## src/rtl/tbird_seq_lights.sv

```systemverilog
// Parametrised tail-light sequencer: N lamps per side, thermometer turn fill,
// flashing hazards, brake on every non-signalling side, stepped every DIV cycles.
module tbird_seq_lights #(
  parameter int N   = 3,
  parameter int DIV = 4
) (
  input  logic         clk,
  input  logic         rst_b,
  input  logic         left,
  input  logic         right,
  input  logic         haz,
  input  logic         brake,
  output logic [N-1:0] l_lights,
  output logic [N-1:0] r_lights,
  output logic         busy
);

  localparam int PW = $clog2(N + 1);
  localparam int DW = (DIV > 1) ? $clog2(DIV) : 1;

  typedef enum logic [1:0] {
    ST_IDLE  = 2'd0,
    ST_LEFT  = 2'd1,
    ST_RIGHT = 2'd2,
    ST_HAZ   = 2'd3
  } state_t;

  state_t        state_reg, state_next;
  logic [PW-1:0] pos_reg, pos_next;
  logic [DW-1:0] div_reg, div_next;
  logic          tick;
  logic          haz_req;
  logic [N-1:0]  therm;

  assign tick    = (div_reg == DW'(DIV - 1));
  assign haz_req = haz | (left & right);

  always_ff @(posedge clk) begin
    if (!rst_b) begin
      state_reg <= ST_IDLE;
      pos_reg   <= '0;
      div_reg   <= '0;
    end else begin
      state_reg <= state_next;
      pos_reg   <= pos_next;
      div_reg   <= div_next;
    end
  end

  always_comb begin
    state_next = state_reg;
    pos_next   = pos_reg;
    div_next   = '0;
    case (state_reg)
      ST_IDLE: begin
        if (haz_req) begin
          state_next = ST_HAZ;
          pos_next   = PW'(N);
        end else if (left) begin
          state_next = ST_LEFT;
          pos_next   = PW'(1);
        end else if (right) begin
          state_next = ST_RIGHT;
          pos_next   = PW'(1);
        end else begin
          pos_next   = '0;
        end
      end
      ST_LEFT, ST_RIGHT: begin
        div_next = tick ? '0 : div_reg + DW'(1);
        if (tick) begin
          if (haz) begin
            state_next = ST_HAZ;
            pos_next   = PW'(N);
          end else if (pos_reg == PW'(N)) begin
            pos_next = '0;
          end else if (pos_reg != '0) begin
            pos_next = pos_reg + PW'(1);
          end else if ((state_reg == ST_LEFT)  ? (left & ~right)
                                               : (right & ~left)) begin
            // Request still held at the dark step: restart without visiting IDLE.
            pos_next = PW'(1);
          end else begin
            state_next = ST_IDLE;
          end
        end
      end
      ST_HAZ: begin
        div_next = tick ? '0 : div_reg + DW'(1);
        if (tick) begin
          if (pos_reg == PW'(N)) begin
            pos_next = '0;
          end else if (haz_req) begin
            pos_next = PW'(N);
          end else begin
            state_next = ST_IDLE;
          end
        end
      end
      default: begin
        state_next = ST_IDLE;
        pos_next   = '0;
        div_next   = '0;
      end
    endcase
  end

  generate
    for (genvar gi = 0; gi < N; gi++) begin : g_therm
      assign therm[gi] = (pos_reg > PW'(gi));
    end
  endgenerate

  always_comb begin
    l_lights = {N{brake}};
    r_lights = {N{brake}};
    busy     = (state_reg != ST_IDLE);
    case (state_reg)
      ST_LEFT:  l_lights = therm;
      ST_RIGHT: r_lights = therm;
      ST_HAZ: begin
        l_lights = therm;
        r_lights = therm;
      end
      default: ;
    endcase
  end

endmodule

```

## config.mk

```make
export PLATFORM = sky130hd
export DESIGN_NAME = tbird_seq_lights
export DESIGN_NICKNAME = d
export VERILOG_FILES = /design/src/rtl/tbird_seq_lights.sv
export SDC_FILE = /design/constraint.sdc
export NUM_CORES = 1
export LEC_CHECK = 0
export BUFFER_PORTS_ARGS = -buffer_cell sky130_fd_sc_hd__buf_4
export CAP_MARGIN = 20
export CORE_MARGIN = 2
export CORE_UTILIZATION = 40
export CTS_CLUSTER_DIAMETER = 40
export CTS_CLUSTER_SIZE = 20
export DETAILED_ROUTE_END_ITERATION = 8
export PLACE_DENSITY = 0.71
export SYNTH_ARGS = -nofsm -noshare
export SYNTH_HDL_FRONTEND = slang
export SYNTH_SLANG_ARGS = --single-unit
```

## constraint.sdc

```tcl
create_clock -name clk -period 1.9 [get_ports clk]
set_input_delay 0.095 -clock clk [delete_from_list [all_inputs] [get_ports clk]]
set_output_delay 0.095 -clock clk [all_outputs]
set_load 0.01 [all_outputs]
```

Word-level counts from Yosys, hierarchy flattened
Index checks and enable logic that the tools add are counted.
Storage, ports and cells
  register bits: 6
  logic and storage cells: 68
Cells by class
  add/sub/neg operators: 2
  magnitude comparators: 3
  eq/ne operators: 15
  multiplexer cells: 27
  bitwise logic cells: 8
  reductions and logical operators: 10
Operators with widths (number)
  2-to-1 mux 2 bit: 20
  != test 3 bit (second input constant): 4
  one-hot mux 2 bit (3 select lines): 2
  == test 2 bit (second input constant): 4
  != test 2 bit (second input constant): 4
  AND reduction 8 bit: 1
  2-to-1 mux 3 bit: 2
  OR reduction 2 bit: 3
  OR reduction 3 bit: 2
  != test 5 bit (second input constant): 1
  adder 2 x 1 -> 2 bit (second input constant): 2
  greater-than comparator 2 x 1 -> 1 bit (second input constant): 2
  != test 4 bit (second input constant): 1
  inverter 1 bit: 4
  AND reduction 4 bit: 1
  nonzero test 2 bit: 2
  bitwise AND 1 bit: 3
  2-to-1 mux 1 bit: 3
  == test 2 x 1 -> 1 bit (second input constant): 1
  greater-than comparator 2 bit (second input constant): 1
  logical NOT 2 bit: 1
  OR 1 bit: 1

Logic depth before layout (Yosys ltp)
Gate-level depths: netlist (run 1).
  depth in word-level cells: 9
  depth in mapped cells: 7
  depth with buffers taken out: 7

Least setup slack after synthesis (run 1)
No wires, ideal clock.
  path type: flip-flop to flip-flop
  start: register state_reg[1]
  end: register pos_reg[0]
  library setup time: 0.115 ns
  arrival time: 1.488 ns
  setup slack: 0.297 ns
  stages on the path, launching flop included: 8
  buffers on the path: 0
  clock period less this slack: 1.603 ns
  cells stage by stage: dfxtp_1 inv_1 ha_1 or3b_1 o211ai_2 o211ai_2 mux2i_1 and2_1
Between the ends
  cells in the longest elaborated chain, start to end: 4
  elaborated cells between the ends (all ways): 12
  classes of those cells: 7 x eq/ne; 2 x mux; 3 x reduce/logical
Ends and longest elaborated chain
  start, declared: RTL line 28  | state_t state_reg, state_next;
  start signal, assigned: RTL line 44  | state_reg <= state_next;
  == test 2 x 1 -> 1 bit / == test 2 bit (equally long branches): RTL line 54, 79
  2-to-1 mux 1 bit / OR reduction 2 bit (equally long branches): RTL line 79, 54
  != test 5 bit (no line) / != test 2 bit (equally long branches)
  AND reduction 4 bit (no line)
  end signal, assigned: RTL line 45  | pos_reg <= pos_next;
  end, declared: RTL line 29  | logic [PW-1:0] pos_reg, pos_next;
Parallel ways exist; a longest one is shown, timed or not.
A chain may end at the register's enable or synchronous reset.

Final worst setup path (run 1)
  start: register state_reg[1]
  end: register pos_reg[1]
Same word-level chain as after synthesis.

==> metrics.cfg, run 1 <==
[status]
status=complete, no violations

[final_layout]
nNetsFinal=106
diodes=0
fin_util_pct=54.13
n_fill_cell=127
drive_gt1_share_pct=21.35
area_delta_synth_final_pct=22.25

[worst_setup_path]
critPathRequiredTime_ns=2.05
path_cells=inv_1 -> ha_1 -> or3b_1 -> o211ai_2 -> o211ai_2 -> mux2i_1 -> and2_1
setup.worst_path.start_class=flip-flop
cpMaxStageDelayCell=or3b_1
crit_family=simple AND/OR/NAND/NOR gates
crit_path_frequent_cell=o211ai_2
path_max_fanout=4
criticalPathCategory=flip-flop to flip-flop
crit_arrival_ns=1.85
cp-end-kind=flip-flop
critPathMaxStageDelay_ns=0.39
path_buf_inv=1

[yosys]
ys_ff_latch=6
netlist.area_leader.share_pct=20.34
yosys.area.top_type=dfxtp_1
synth_fp_nets=89
syn_inst=74
synth_cell_types=21
syn_avg_cell_area_um2=7.981
async_reset_ff_share_pct=0
synth-main-ff-cell=dfxtp_1
netlist_area_um2=590.6
synth-warning-count=0
synth-edff-count=0
synth_common_cells=10 x nand2_1, 9 x ha_1, 8 x inv_1
synth_area_leaders=dfxtp_1 20%, ha_1 19%, mux2i_1 10%, nand2_1 6.4%, o21ai_0 5.1%
yosysSeqAreaShare_pct=20.34
synth_most_common_cell=nand2_1

[floorplanning]
initial_core_util_pct=44.28
fp.dieW_um=42.43
die_area_um2=1800
die_h_um=42.43
core_region_area_um2=1334
pin_count=13
std_cell_rows=13

[pwr]
power_density_nw_per_um2=1354
vdd_drop_max_uv=754.2
total_power_uw=977.5
p_leak_nw=0.3615

[worst_hold_path]
min_path_type=input port to flip-flop

[clock_network]
clk-insertion-delay-late_ns=0.25
tritoncts=built
cts_buffers=3
cts_setup_buffers=0
clockBufferDepth=2
path_clk_slew_ns=0.05
ctsRootBufferMaster=clkbuf_4
cts_sinks=6
cts_resized=0
ctsHtreeMaxLevel=1
hold_buffers=0

[placed_design]
place_congestion=0.8747
dp_slack_ns=0.1980
port_buffers=12
hpwl_um=1012

[sta]
min_period_ns=1.708
tns_ns=0
finalCritPeriodShare_pct=89.89
whs_ns=0.1093
rsz0062_at_grt=false
fin_worst_skew_ns=0.002422
worst_pin_slew_ns=0.3117
drv_slew=0
final-hold-violation-count=0
clock.fmax_mhz=585.5
setup_slack_ns=0.1921
max-slew-margin-rel_pct=78.95
setup_viol=0

[routing]
dr.pass1.iters=4
vias=564
avgViaCountPerCell=5.423
drt-total-wl_um=1222
drt-wirelength-per-cell_um=11.75
antenna_left=0
drc=0
drtIter0Drc=7

[grt]
grt_overflow=0
grt_max_degree=9
grt_pass1_wl_um=2221
antenna_found_initial=0
grtUsageTotal_pct=16.53
first_global_vias=531

[run]
drv_cap=0

==> logic make-up after synthesis <==
logic type	synth area share, %
fa+ha+maj	19.07
compound gates	19.07
simple gates	26.27
mux	10.17
flops	20.34
buf+inv	5.085
==> power by group <==
group | total, mW | internal (mW) | switching, mW
registers | 0.206 | 0.169 | 0.0362
logic | 0.650 | 0.304 | 0.346
clock network | 0.122 | 0.0717 | 0.0501
==> stage by stage <==
step                      std cells  area, µm²
after floorplan                  74      590.6
after global placement          101      699.4
after detailed placement        101      699.4
after CTS                       104      721.9
after global routing            104      721.9
final                           104      721.9
==> final cells by class <==
class	instances	area (µm²)	share of cell area [%]
inverters	8	30.03	4.159
well taps	15	18.77	2.600
multi-input cells	60	440.4	61.01
clock buffers	3	22.52	3.120
repair buffers	12	90.09	12.48
flip-flops and latches	6	120.1	16.64
==> final timing paths <==
check,start,to,slack (ns),depth (start not counted)
worst max register to register,state_reg[1]$_SDFFE_PN0P_,pos_reg[1]$_SDFFE_PN0P_,0.19,7
worst min-delay path,rst_b,pos_reg[1]$_SDFFE_PN0P_,0.11,2
worst max-delay path,state_reg[1]$_SDFFE_PN0P_,pos_reg[1]$_SDFFE_PN0P_,0.19,7
worst min register to register,div_reg[0]$_SDFF_PP0_,div_reg[0]$_SDFF_PP0_,0.43,1
==> layer usage <==
layer  track usage, %  vias to the layer above  wire, µm
met5                0                        -         0
met4            12.50                        0        50
met3            3.017                        6        71
met2            25.85                       15       533
met1            19.74                      253       567
li1                 -                      290         -
==> cells in the final DEF, fill, tap and decap left out, types with 4 or more instances in the layout <==
master    count
nand2b_1      4
inv_1         8
nor2_1        6
nand2_1      10
dfxtp_1       6
ha_1          9
mux2i_1       6
buf_4        12
o21ai_0       6
Power figures use the tool's default switching activity.
==> run 2, diff against run 1 <==
clock period = 1.7 ns   (was 1.9 ns; I/O delays follow)
==> run 2 against run 1 <==
Compared with the run above:
- clock skew is 0.0015 ns lower
- combinational power grew 31%
- critical path depth is the same
- register-to-register slack got worse by 0.12 ns
- worst setup slack lost 0.12 ns
- clock power rose by 13%
- critical path type unchanged
- flip-flop and latch count unchanged
- cell count rose by 2.9%
==> metrics.cfg, run 2 (synthesis results as in run 1) <==
[final_layout]
drive_gt1_share_pct=33.70  ; +12 points
stdcell_count=107  ; +2.9%
area_delta_synth_final_pct=32.84
regArea_um2=122.6  ; +2.1%
design_area_um2=784.5  ; +8.7%
final_cell_mix=15 x buf_4, 10 x nand2_1, 7 x inv_1
diodes=0  ; unchanged
layout_commonest_cell=buf_4
multi_input_area_um2=475.5  ; +8.0%
nNetsFinal=109  ; +2.8%
fin_util_pct=58.82  ; +4.7 points
n_fill_cell=122  ; -3.9%

[worst_setup_path]
reg2reg_slack_ns=0.07  ; -0.12 ns
crit_arrival_ns=1.79  ; -0.06 ns
path_max_fanout=4  ; unchanged
r2r-start=state_reg[0]$_SDFFE_PN0P_
setup.worst_path.start_class=flip-flop
critPathRequiredTime_ns=1.86  ; -0.19 ns
reg2reg_to=state_reg[0]$_SDFFE_PN0P_
reg2reg_depth=7  ; unchanged
cp-end-kind=flip-flop
criticalPathCategory=flip-flop to flip-flop

[worst_hold_path]
min_path_type=input port to flip-flop
worstHoldStart=rst_b
hold_path_end=pos_reg[1]$_SDFFE_PN0P_
hold_depth=2  ; unchanged

[placed_design]
dp_slack_ns=0.04871  ; -0.1493 ns
dpl_cell_area_um2=714.4  ; +2.1%
dp.cells=103  ; +2.0%
port_buffers=12  ; unchanged
hpwl_um=1034  ; +2.1%
place_congestion=0.8749  ; about the same

[clock_network]
clockBufferDepth=2  ; unchanged
clk-insertion-delay-late_ns=0.26  ; about the same
cts_sinks=6  ; unchanged
ctsRootBufferMaster=clkbuf_4
cts_buffers=3  ; unchanged
path_clk_slew_ns=0.04  ; about the same
hold_buffers=0  ; unchanged
ctsHtreeMaxLevel=1  ; unchanged
tritoncts=built

[sta]
setup_viol=0  ; unchanged
finalCritPeriodShare_pct=96.01  ; +6.1 points
min_period_ns=1.632  ; -0.07565 ns
final-hold-violation-count=0  ; unchanged
worst_pin_slew_ns=0.3493  ; +0.03758 ns
fin_worst_skew_ns=0.0009370  ; -0.001485 ns
tns_ns=0  ; unchanged
clock.fmax_mhz=612.7  ; +4.6%
rsz0062_at_grt=true
max-slew-margin-rel_pct=76.41  ; -2.5 points
setup_slack_ns=0.06776  ; -0.1243 ns
drv_slew=0  ; unchanged

[floorplanning]
die_area_um2=1800  ; unchanged
fp.dieW_um=42.43  ; unchanged
pin_count=13  ; unchanged
die_h_um=42.43  ; unchanged
initial_core_util_pct=44.28  ; unchanged
core_region_area_um2=1334  ; unchanged
std_cell_rows=13  ; unchanged

[pwr]
combPwrFrac_pct=69.4  ; +2.9 points
intPower_uw=693.6  ; +27%
power_density_nw_per_um2=1562  ; +15%
p_leak_nw=0.3757  ; +3.9%
vdd_drop_max_uv=774.4  ; +2.7%
power_frac_seq_pct=19.3  ; -1.7 points
p_clk_share_pct=11.3  ; -1.2 points
switchingPower_uw=532.1  ; +23%
sw_frac_of_total_pct=43.41  ; -0.84 points

[grt]
first_global_vias=552  ; +4.0%
antenna_found_initial=0  ; unchanged
grtUsageTotal_pct=16.29  ; -0.25 points
grt_overflow=0  ; unchanged
grt_pass1_wl_um=2214  ; -0.32%
grt_max_degree=9  ; unchanged

[routing]
antenna_left=0  ; unchanged
vias=584  ; +3.5%
drt-total-wl_um=1391  ; +14%
drc=0  ; unchanged
avgViaCountPerCell=5.458  ; +0.64%
drt-wirelength-per-cell_um=13.00  ; +11%
drtIter0Drc=17  ; +10
dr.pass1.iters=4  ; unchanged

[run]
drv_cap=0  ; unchanged

[status]
status=complete, no violations

==> run 2: cell count changes in the layout (fill, tap and decap cells not counted), sizes merged <==
cell and delta:
buf +3
==> run 2: cell type report <==
type                            instances  share of cell area, %
Tap cell                               15                  2.392
Sequential cell                         6                  15.63
Timing Repair Buffer                   15                  14.35
Clock buffer                            3                  2.871
Inverter                                8                  4.147
Multi-Input combinational cell         60                  60.61
==> run 2: worst max path at each step <==
stage / start / endpoint / slack [ns] / cells past startpoint
3_5_place_dp: state_reg[1]$_SDFFE_PN0P_ / state_reg[0]$_SDFFE_PN0P_ / 0.05 / 7
5_1_grt: state_reg[0]$_SDFFE_PN0P_ / state_reg[0]$_SDFFE_PN0P_ / -0.07 / 7
4_1_cts: state_reg[0]$_SDFFE_PN0P_ / state_reg[0]$_SDFFE_PN0P_ / 0.03 / 7
2_1_floorplan: state_reg[1]$_SDFFE_PN0P_ / pos_reg[0]$_SDFFE_PN0P_ / 0.1 / 7
6_report: state_reg[0]$_SDFFE_PN0P_ / state_reg[0]$_SDFFE_PN0P_ / 0.07 / 7
3_3_place_gp: state_reg[1]$_SDFFE_PN0P_ / pos_reg[0]$_SDFFE_PN0P_ / 0.1 / 7
==> run 2: power groups by stage <==
| stage | Combinational [mW] | Sequential, mW | Clock [mW] |
|---|---|---|---|
| after floorplan | 0.531 | 0.222 | 0 |
| after global placement | 0.733 | 0.224 | 0 |
| after detailed placement | 0.752 | 0.228 | 0 |
| after CTS | 0.758 | 0.225 | 0.138 |
| after global routing | 0.946 | 0.244 | 0.145 |
| final | 0.851 | 0.237 | 0.138 |
==> run 2: layer usage <==
metal	wire (µm)	part of all wire, %	vias to the layer above	track usage, %
met4	66	4.7	0	13.75
li1	-	-	295	-
met5	0	0	-	0
met2	665	48	26	26.77
met1	574	41	256	18.51
met3	85	6.1	7	1.724
==> run 2: timing repair <==
item,in CTS,in global routing
endpoints found under the setup margin,0,9
buffers inserted,0,1
gates resized for setup,0,11
==> run 2: per-stage QoR <==
| stage | power (mW) | hold WS, ns |
|---|---|---|
| 4_1_cts | 1.122 | 0.09796 |
| 2_1_floorplan | 0.7531 | 0.2067 |
| 3_5_place_dp | 0.9794 | 0.3564 |
| 3_3_place_gp | 0.9569 | 0.3548 |
| 5_1_grt | 1.335 | 0.1206 |
| 6_report | 1.226 | 0.09485 |
==> run 2: worst max-delay path: stages (launching register included) <==
cell      delay [ns]
dfxtp_2         0.37
inv_1           0.11
ha_4            0.27
o21bai_2        0.16
o41ai_1         0.10
a21oi_1         0.20
o21ai_2         0.11
mux2i_1         0.21
==> run 3, diff against run 2 <==
ABC_AREA = 1   (was unset)
PLACE_DENSITY = unset   (was 0.71)
REMOVE_ABC_BUFFERS = 1   (was unset)
==> run 3 against run 2 <==
Compared with the run above:
- combinational power down 2%
- sequential power fell by 4%
- synthesized cell count increased by 23%
- maximum frequency is 4.1% higher
- critical path type unchanged
- synthesized area down 2.1%
- critical endpoint unchanged
==> metrics.cfg, run 3 <==
[status]
status=complete, no violations

[sta]
worst_pin_slew_ns=0.2502  ; -0.09912 ns
max-slew-margin-rel_pct=83.32  ; +6.9 points
tns_ns=0  ; unchanged
clock.fmax_mhz=637.9  ; +4.1%
fin_worst_skew_ns=0.001155  ; +0.0002177 ns
setup_viol=0  ; unchanged
drv_slew=0  ; unchanged
rsz0062_at_grt=true
min_period_ns=1.568  ; -0.06453 ns
finalCritPeriodShare_pct=92.22  ; -3.8 points
final-hold-violation-count=0  ; unchanged

[pwr]
sw_frac_of_total_pct=48.14  ; +4.7 points
combPwrFrac_pct=70.2  ; +0.8 points
power_frac_seq_pct=19.0  ; -0.3 points
intPower_uw=618.6  ; -11%
power_density_nw_per_um2=1675  ; +7.2%
p_clk_share_pct=10.8  ; -0.5 points
p_leak_nw=0.3827  ; +1.9%
vdd_drop_max_uv=865.6  ; +12%
total_power_mw=1.193  ; -2.7%
switchingPower_uw=574.2  ; +7.9%

[grt]
first_global_vias=527  ; -4.5%
antenna_found_initial=0  ; unchanged
grt_pass1_wl_um=2118  ; -4.3%
grt_max_degree=8  ; -1
grtUsageTotal_pct=15.41  ; -0.88 points
grt_overflow=0  ; unchanged

[placed_design]
dp.cells=118  ; +15%
place_congestion=0.7833  ; -10%
hpwl_um=981.6  ; -5.0%
port_buffers=12  ; unchanged

[yosys]
synth_cell_types=18  ; -14%
synth-edff-count=0  ; unchanged
ys_ff_latch=6  ; unchanged
synth_top_family_by_area=simple AND/OR/NAND/NOR gates
synth_area_leaders=dfxtp_1 21%, ha_1 19%, nand2_1 12%, inv_1 9.1%, nor2_1 8.4%
synthMuxAreaShare_pct=0  ; -10 points
synth_compound_gate_area_share_pct=13.85  ; -5.2 points
synthXorXnorAreaFrac_pct=0  ; unchanged
synth_most_common_cell=nand2_1
synth-main-ff-cell=dfxtp_1
syn_inst=91  ; +23%
yosysSeqAreaShare_pct=20.78  ; +0.44 points
async_reset_ff_share_pct=0  ; unchanged
yosys.area.top_type=dfxtp_1
synthAdderAreaFrac_pct=19.48  ; +0.41 points
synth-simple-area-share_pct=36.15  ; +9.9 points
synth-warning-count=0  ; unchanged
netlist_area_um2=578.1  ; -2.1%
netlist.area_leader.share_pct=20.78  ; +0.44 points
synth_common_cells=19 x nand2_1, 14 x inv_1, 13 x nor2_1
syn_avg_cell_area_um2=6.352  ; -20%

[clock_network]
ctsRootBufferMaster=clkbuf_4
path_clk_slew_ns=0.04  ; about the same
cts_sinks=6  ; unchanged
cts_buffers=3  ; unchanged
ctsHtreeMaxLevel=1  ; unchanged
hold_buffers=0  ; unchanged
tritoncts=built
clockBufferDepth=2  ; unchanged
clk-insertion-delay-late_ns=0.24  ; -0.02 ns

[worst_hold_path]
min_path_type=input port to flip-flop

[floorplanning]
core_region_area_um2=1318  ; -1.2%
die_area_um2=1765  ; -1.9%
pin_count=13  ; unchanged
std_cell_rows=13  ; unchanged
fp.dieW_um=42.02  ; -0.97%
initial_core_util_pct=43.87  ; -0.40 points
die_h_um=42.02  ; -0.97%

[routing]
dr.max_layer_used=met4
wl_met1_um=529  ; -7.8%
avgViaCountPerCell=4.719  ; -14%
drtIter0Drc=2  ; -15
drt-wirelength-per-cell_um=9.182  ; -29%
dr.pass1.iters=4  ; unchanged
drc=0  ; unchanged
vias=571  ; -2.2%
drt-total-wl_um=1111  ; -20%
dr_wl_met2_um=533  ; -20%
antenna_left=0  ; unchanged
wl_met3_um=40  ; -53%

[worst_setup_path]
crit_arrival_ns=1.70  ; -0.09 ns
critPathRequiredTime_ns=1.83  ; -0.03 ns
critPathMaxStageDelay_ns=0.36  ; about the same
cp-end-kind=flip-flop
path_max_fanout=5  ; +1
path_cells=inv_1 -> ha_1 -> o21ai_1 -> nand2_1 -> nor2_2 -> nand2_2 -> nor2_1 -> nor2_2
path_buf_inv=1  ; unchanged
crit_family=simple AND/OR/NAND/NOR gates
cpMaxStageDelayCell=dfxtp_1
criticalPathCategory=flip-flop to flip-flop
setup.worst_path.start_class=flip-flop
crit_path_frequent_cell=nor2_2

[final_layout]
area_delta_synth_final_pct=23.16
diodes=0  ; unchanged
stdcell_count=121  ; +13%
fin_util_pct=54.04  ; -4.8 points
final_cell_mix=19 x nand2_1, 14 x inv_1, 12 x nor2_1, 12 x buf_4, 9 x ha_1
drive_gt1_share_pct=23.58  ; -10 points
layout_commonest_cell=nand2_1
nNetsFinal=123  ; +13%

[run]
drv_cap=0  ; unchanged

==> run 3: cell type report <==
type,instances,area (µm²)
fill,136,605.6
multi-input combinational,70,404.1
sequential,6,120.1
timing repair buffer,12,90.09
inverter,15,56.30
clock buffer,3,22.52
tap,15,18.77
==> run 3: per-stage QoR <==
stage / setup slack [ns] / cell area (µm²) / hold WS [ns]
finish: 0.1323 / 711.9 / 0.1029
detailed placement: 0.1398 / 686.9 / 0.3546
global placement: 0.1160 / 686.9 / 0.3557
CTS: 0.1255 / 709.4 / 0.09624
global route: -0.02341 / 711.9 / 0.1029
floorplan: 0.3149 / 578.1 / 0.2054
==> run 3: per-layer routing <==
metal  vias to the layer above  track usage, %
met5                         -               0
met4                         0           9.375
met3                         2           2.586
met2                        12           24.69
met1                       234           19.16
li1                        323               -
==> run 3: worst paths after layout <==
| path | from | endpoint | slack, ns | depth (start not counted) |
|---|---|---|---|---|
| worst max-delay path | state_reg[0]$_SDFFE_PN0P_ | state_reg[0]$_SDFFE_PN0P_ | 0.13 | 8 |
| worst max register to register | state_reg[0]$_SDFFE_PN0P_ | state_reg[0]$_SDFFE_PN0P_ | 0.13 | 8 |
| worst min register to register | div_reg[0]$_SDFF_PP0_ | div_reg[0]$_SDFF_PP0_ | 0.42 | 1 |
| worst min-delay path | rst_b | pos_reg[0]$_SDFFE_PN0P_ | 0.10 | 3 |
==> run 3: worst register-to-register path: stages (launching register included) <==
cell and delay (ns):
dfxtp_1 0.36, inv_1 0.10, ha_1 0.35, o21ai_1 0.21, nand2_1 0.09, nor2_2 0.09, nand2_2 0.08, nor2_1 0.13
nor2_2 0.05
==> run 3: logic make-up (layout without fill, tap and decap cells) <==
group	Yosys count	in the layout
AO/OA/AOI/OAI	15	15
adder cells (fa/ha/maj)	9	9
buffers and inverters	15	30
flip-flops	6	6
AND/OR/NAND/NOR	46	46
==> run 3: timing repair <==
item,in CTS,in global routing
setup endpoints to repair,0,7
buffers inserted,0,0
gates resized for setup,0,1
==> run 3: power by group through the flow <==
stage / Sequential (mW) / Combinational, mW / Clock [mW]
final: 0.227 / 0.837 / 0.129
after global routing: 0.233 / 0.981 / 0.146
after CTS: 0.228 / 0.843 / 0.137
after detailed placement: 0.231 / 0.839 / 0
after global placement: 0.229 / 0.855 / 0
after floorplan: 0.223 / 0.607 / 0
